$ cat src/rtl/regfile_scoreboard.sv
// Parametrised register file with an optional hardwired zero register, optional write-to-read bypass,
// and a per-register busy scoreboard that the decode stage uses to stall on in-flight producers.
module regfile_scoreboard #(
  parameter int DATA_WIDTH = 32,
  parameter int ADDR_WIDTH = 5,
  parameter bit ZERO_REG   = 1'b1,
  parameter bit BYPASS     = 1'b1
) (
  input  logic                  clock,
  input  logic                  reset,
  input  logic                  ctrl_writeEnable,
  input  logic [ADDR_WIDTH-1:0] ctrl_writeReg,
  input  logic [DATA_WIDTH-1:0] data_writeReg,
  input  logic [ADDR_WIDTH-1:0] ctrl_readRegA,
  input  logic [ADDR_WIDTH-1:0] ctrl_readRegB,
  output logic [DATA_WIDTH-1:0] data_readRegA,
  output logic [DATA_WIDTH-1:0] data_readRegB,
  input  logic                  ctrl_issueEnable,
  input  logic [ADDR_WIDTH-1:0] ctrl_issueReg,
  input  logic                  ctrl_flush,
  output logic                  busy_readRegA,
  output logic                  busy_readRegB,
  output logic [ADDR_WIDTH:0]   busy_count
);

  localparam int DEPTH = 2 ** ADDR_WIDTH;

  logic [DATA_WIDTH-1:0] regs_reg [DEPTH];
  logic [DEPTH-1:0]      busy_vec;

  logic wr_hit;
  logic issue_hit;
  logic zero_a;
  logic zero_b;
  logic bypass_a;
  logic bypass_b;

  // A request aimed at the hardwired zero register is treated as if it never happened.
  assign wr_hit    = ctrl_writeEnable && !(ZERO_REG && (ctrl_writeReg == '0));
  assign issue_hit = ctrl_issueEnable && !(ZERO_REG && (ctrl_issueReg == '0));

  genvar gi;
  generate
    for (gi = 0; gi < DEPTH; gi++) begin : g_entry
      logic                  wr_sel;
      logic                  issue_sel;
      logic [DATA_WIDTH-1:0] data_reg;
      logic                  busy_reg;

      assign wr_sel    = wr_hit && (ctrl_writeReg == ADDR_WIDTH'(gi));
      assign issue_sel = issue_hit && (ctrl_issueReg == ADDR_WIDTH'(gi));

      always_ff @(posedge clock or posedge reset) begin
        if (reset) begin
          data_reg <= '0;
        end else if (wr_sel) begin
          data_reg <= data_writeReg;
        end
      end

      // Flush beats everything; a same-cycle issue beats the write-back because it is the newer producer.
      always_ff @(posedge clock or posedge reset) begin
        if (reset) begin
          busy_reg <= 1'b0;
        end else if (ctrl_flush) begin
          busy_reg <= 1'b0;
        end else if (issue_sel) begin
          busy_reg <= 1'b1;
        end else if (wr_sel) begin
          busy_reg <= 1'b0;
        end
      end

      assign regs_reg[gi] = data_reg;
      assign busy_vec[gi] = busy_reg;
    end
  endgenerate

  assign zero_a   = ZERO_REG && (ctrl_readRegA == '0);
  assign zero_b   = ZERO_REG && (ctrl_readRegB == '0);
  assign bypass_a = BYPASS && wr_hit && (ctrl_writeReg == ctrl_readRegA);
  assign bypass_b = BYPASS && wr_hit && (ctrl_writeReg == ctrl_readRegB);

  // Outputs are forced low during reset so the bypass path cannot leak the write bus.
  always_comb begin
    data_readRegA = '0;
    busy_readRegA = 1'b0;
    if (!reset && !zero_a) begin
      if (bypass_a) begin
        data_readRegA = data_writeReg;
      end else begin
        data_readRegA = regs_reg[ctrl_readRegA];
        busy_readRegA = busy_vec[ctrl_readRegA];
      end
    end
  end

  always_comb begin
    data_readRegB = '0;
    busy_readRegB = 1'b0;
    if (!reset && !zero_b) begin
      if (bypass_b) begin
        data_readRegB = data_writeReg;
      end else begin
        data_readRegB = regs_reg[ctrl_readRegB];
        busy_readRegB = busy_vec[ctrl_readRegB];
      end
    end
  end

  always_comb begin
    busy_count = '0;
    for (int i = 0; i < DEPTH; i++) begin
      busy_count = busy_count + (ADDR_WIDTH + 1)'(busy_vec[i]);
    end
  end

endmodule

$ cat config.mk
export PLATFORM = sky130hd
export DESIGN_NAME = regfile_scoreboard
export DESIGN_NICKNAME = d
export VERILOG_FILES = /design/src/rtl/regfile_scoreboard.sv
export SDC_FILE = /design/constraint.sdc
export NUM_CORES = 2
export LEC_CHECK = 0
export ABC_AREA = 0
export CAP_MARGIN = 20
export CORE_MARGIN = 8
export CORE_UTILIZATION = 30
export CTS_BUF_LIST = sky130_fd_sc_hd__clkbuf_4 sky130_fd_sc_hd__clkbuf_8 sky130_fd_sc_hd__clkbuf_16
export DETAILED_ROUTE_END_ITERATION = 10
export MAX_ROUTING_LAYER = met4
export PLACE_DENSITY = 0.52
export SETUP_SLACK_MARGIN = 0.4
export SLEW_MARGIN = 10
export SYNTH_ARGS = -nofsm -noshare
export SYNTH_HDL_FRONTEND = slang
export SYNTH_SLANG_ARGS = --single-unit
$ cat constraint.sdc
create_clock -name clock -period 40 [get_ports clock]
set_input_delay 4 -clock clock [delete_from_list [all_inputs] [get_ports clock]]
set_output_delay 4 -clock clock [all_outputs]
set_load 0.05 [all_outputs]
==> flow_metrics.py <==
metrics = {
    "routing": {
        "met1Wirelength_um": 89100,
        "route.top_layer_used": "met4",
        "routed_wl_um": 213000,
        "wl_per_cell_um": 31.5,
        "dr_wl_met3_um": 11900,
        "wl_met2_um": 103000,
        "drt-initial-drc-count": 3500,
        "vias": 39100,
        "via_per_inst": 5.77,
        "firstDrtPassIters": 5,
        "drtAntennaViolNets": 0,
        "drc": 0,
    },
    "global_routing": {
        "gr-total-overflow": 0,
        "grt_max_degree": 176,
        "first_global_vias": 40000,
        "grt_pass1_wl_um": 307000,
        "antenna_found_initial": 5,
        "grt.total_usage": 0.207,
    },
    "power": {
        "p_leak_nw": 28.5,
        "fin_total_pwr_w": 0.00326,
        "power_density_nw_per_um2": 49.4,
        "vdd_drop_max_v": 0.0000385,
    },
    "timing": {
        "setup_viol": 0,
        "final_max_slew_viol_count": 0,
        "final.setup.tns_ns": 0,
        "period_needed_ns": 12.97,
        "tightest_slew_ns": 1.20,
        "max_freq_ghz": 0.0771,
        "rsz0062_at_grt": "false",
        "clock_skew_ns": 0,
        "post-route-period-util": 0.324,
        "finalHoldViolations": 0,
        "relSlewSlack": 0.200,
    },
    "logic_synthesis": {
        "async_flop_share": 1.00,
        "synth-seq-area-share": 0.457,
        "synth_edf_count": 0,
        "synth_area_leaders": "dfrtp_1, mux2_2, mux4_2",
        "synth_common_cells": "dfrtp_1, mux2_2, mux2i_1",
        "synth_nets": 4326,
        "synth_cells": 4238,
        "synth_area_leader_cell": "dfrtp_1",
        "synthFlopType": "dfrtp_1",
        "synth_most_common_cell": "dfrtp_1",
        "yosys.area.top_type_share": 0.457,
        "syn_area_per_cell_um2": 13.7,
        "syn_area_um2": 57900,
        "synth_seq_cells": 1056,
        "ys_warn_count": 0,
        "synth_cell_types": 65,
    },
    "placed_design": {
        "dp_hpwl_um": 117000,
        "dpl_cell_area_um2": 61500,
        "placedCellCount": 6538,
        "place.gp.congestion": 0.813,
        "numPortBuffers": 128,
    },
    "run": {
        "maxCapViolCount": 0,
    },
    "layout": {
        "largest_reg_flops": 1024,
        "drive_gt1_frac": 0.415,
        "stdcell_area_um2": 65900,
        "syn2layout_area_growth_pct": 13.8,
        "stdcell_count": 6771,
        "fin_nets": 4227,
    },
    "outcome": {
        "status": "finished, final reports clean",
    },
    "clocking": {
        "clockBufferDepth": 3,
        "ctsHoldBuffers": 0,
        "postCtsSetupRepairBufs": 0,
        "numCtsBuffers": 120,
        "clock_latency_ns": 0.73,
        "clock-sinks": 1056,
        "clk_pin_slew_ns": 0.06,
        "cts_tree": "built",
        "root_buffer": "clkbuf_16",
        "ctsHtreeMaxLevel": 3,
        "cts.repair.resized": 0,
    },
    "floorplan": {
        "rows": 161,
        "coreArea_um2": 192000,
        "die_h_um": 455,
        "io-pin-count": 129,
        "die_x_um": 455,
        "start_util": 0.301,
        "die-area_um2": 207000,
    },
    "critical_path": {
        "critPathMaxFanout": 91,
        "crit_type": "primary input to output pin",
        "crit_arrival_ns": 8.97,
        "start_kind": "primary input",
        "cp.required_ns": 36.00,
        "endpoint_kind": "output pin",
    },
    "hold_path": {
        "min_path_type": "flip-flop to flip-flop",
    },
}
[through the flow]
stage / utilization / worst slack (ns) / hold WS, ns
2_1_floorplan: - / 6.28 / 0.441
3_3_place_gp: 0.320 / 27.05 / 0.382
4_1_cts: 0.342 / 27.03 / 0.397
5_1_grt: 0.343 / 26.84 / 0.412
3_5_place_dp: 0.320 / 27.03 / 0.383
6_report: 0.343 / 27.03 / 0.395
[worst paths after layout]
check / from / to / slack [ns] / cells after the start
max: ctrl_readRegA[0] / data_readRegA[5] / 27.03 / 9
max reg2reg: g_entry[15].busy_reg$_DFFE_PP0P_ / g_entry[15].busy_reg$_DFFE_PP0P_ / 39.11 / 3
min in group asynchronous: reset / g_entry[4].data_reg[4]$_DFFE_PP0P_ / 3.97 / 2
min reg2reg: g_entry[0].data_reg[22]$_DFFE_PP0P_ / g_entry[0].data_reg[22]$_DFFE_PP0P_ / 0.39 / 0
min: g_entry[0].data_reg[22]$_DFFE_PP0P_ / g_entry[0].data_reg[22]$_DFFE_PP0P_ / 0.39 / 0
max in group asynchronous: reset / g_entry[26].data_reg[10]$_DFFE_PP0P_ / 32.87 / 5
[layout make-up]
type / count / area [um2]
antenna: 5 / 12.5
fill: 18700 / 126000
tap: 2526 / 3160
inverter: 52 / 204
multi-input combinational: 2663 / 29500
clock inverter: 48 / 693
sequential: 1056 / 26400
clock buffer: 175 / 3600
timing repair buffer: 246 / 2320
[layer usage]
metal,track usage,vias to the layer above
met5,-,-
met4,0.0778,0
met3,0.0288,385
met2,0.337,1380
met1,0.265,21400
li1,-,15900
[critical path, cell delays in order]
cell	delay, ns
buf_8	0.41
buf_12	0.63
buf_4	0.75
buf_4	0.65
mux4_2	0.58
a22o_1	0.25
a2111o_1	0.36
a32o_1	0.33
clkdlybuf4s50_1	0.74
[power breakdown]
group / internal (W) / switching (W)
clock: 0.000725 / 0.000471
combinational: 0.000356 / 0.000288
sequential: 0.00127 / 0.000150
[placed cells by master, fill, tap and decap left out, types with 11 or more instances in the layout]
master | Yosys | final
nand4_1 | 35 | 35
nand3_1 | 51 | 51
clkbuf_16 | 0 | 122
a32o_1 | 58 | 58
nor3_1 | 16 | 13
nor2_1 | 72 | 57
a211oi_1 | 19 | 19
nand2_4 | 0 | 16
dfrtp_1 | 1056 | 1056
a22oi_1 | 137 | 137
a221oi_1 | 11 | 11
nor2_4 | 0 | 15
o21ai_0 | 16 | 16
fa_1 | 24 | 24
clkbuf_8 | 0 | 25
clkinv_2 | 0 | 26
inv_1 | 51 | 50
buf_4 | 24 | 110
mux4_2 | 325 | 325
o22a_1 | 30 | 30
mux2i_1 | 405 | 405
mux2_2 | 1027 | 1027
clkdlybuf4s50_1 | 0 | 119
bufinv_16 | 0 | 16
nand2_1 | 144 | 127
clkbuf_4 | 0 | 29
a2111o_1 | 15 | 15
a22o_1 | 26 | 26
o22ai_1 | 58 | 58
a21oi_1 | 81 | 81
[logic make-up after synthesis]
kind of cell	Yosys count	share of synthesized area
muxes	1762	0.399
xor gates and xnor gates	13	0.00197
buffers and inverters	519	0.0404
DFF	1056	0.457
adders and majority gates	31	0.00981
and+or+nand+nor	372	0.0301
AOI/OAI and AO/OA	485	0.0625
Power figures use the tool's default switching activity.
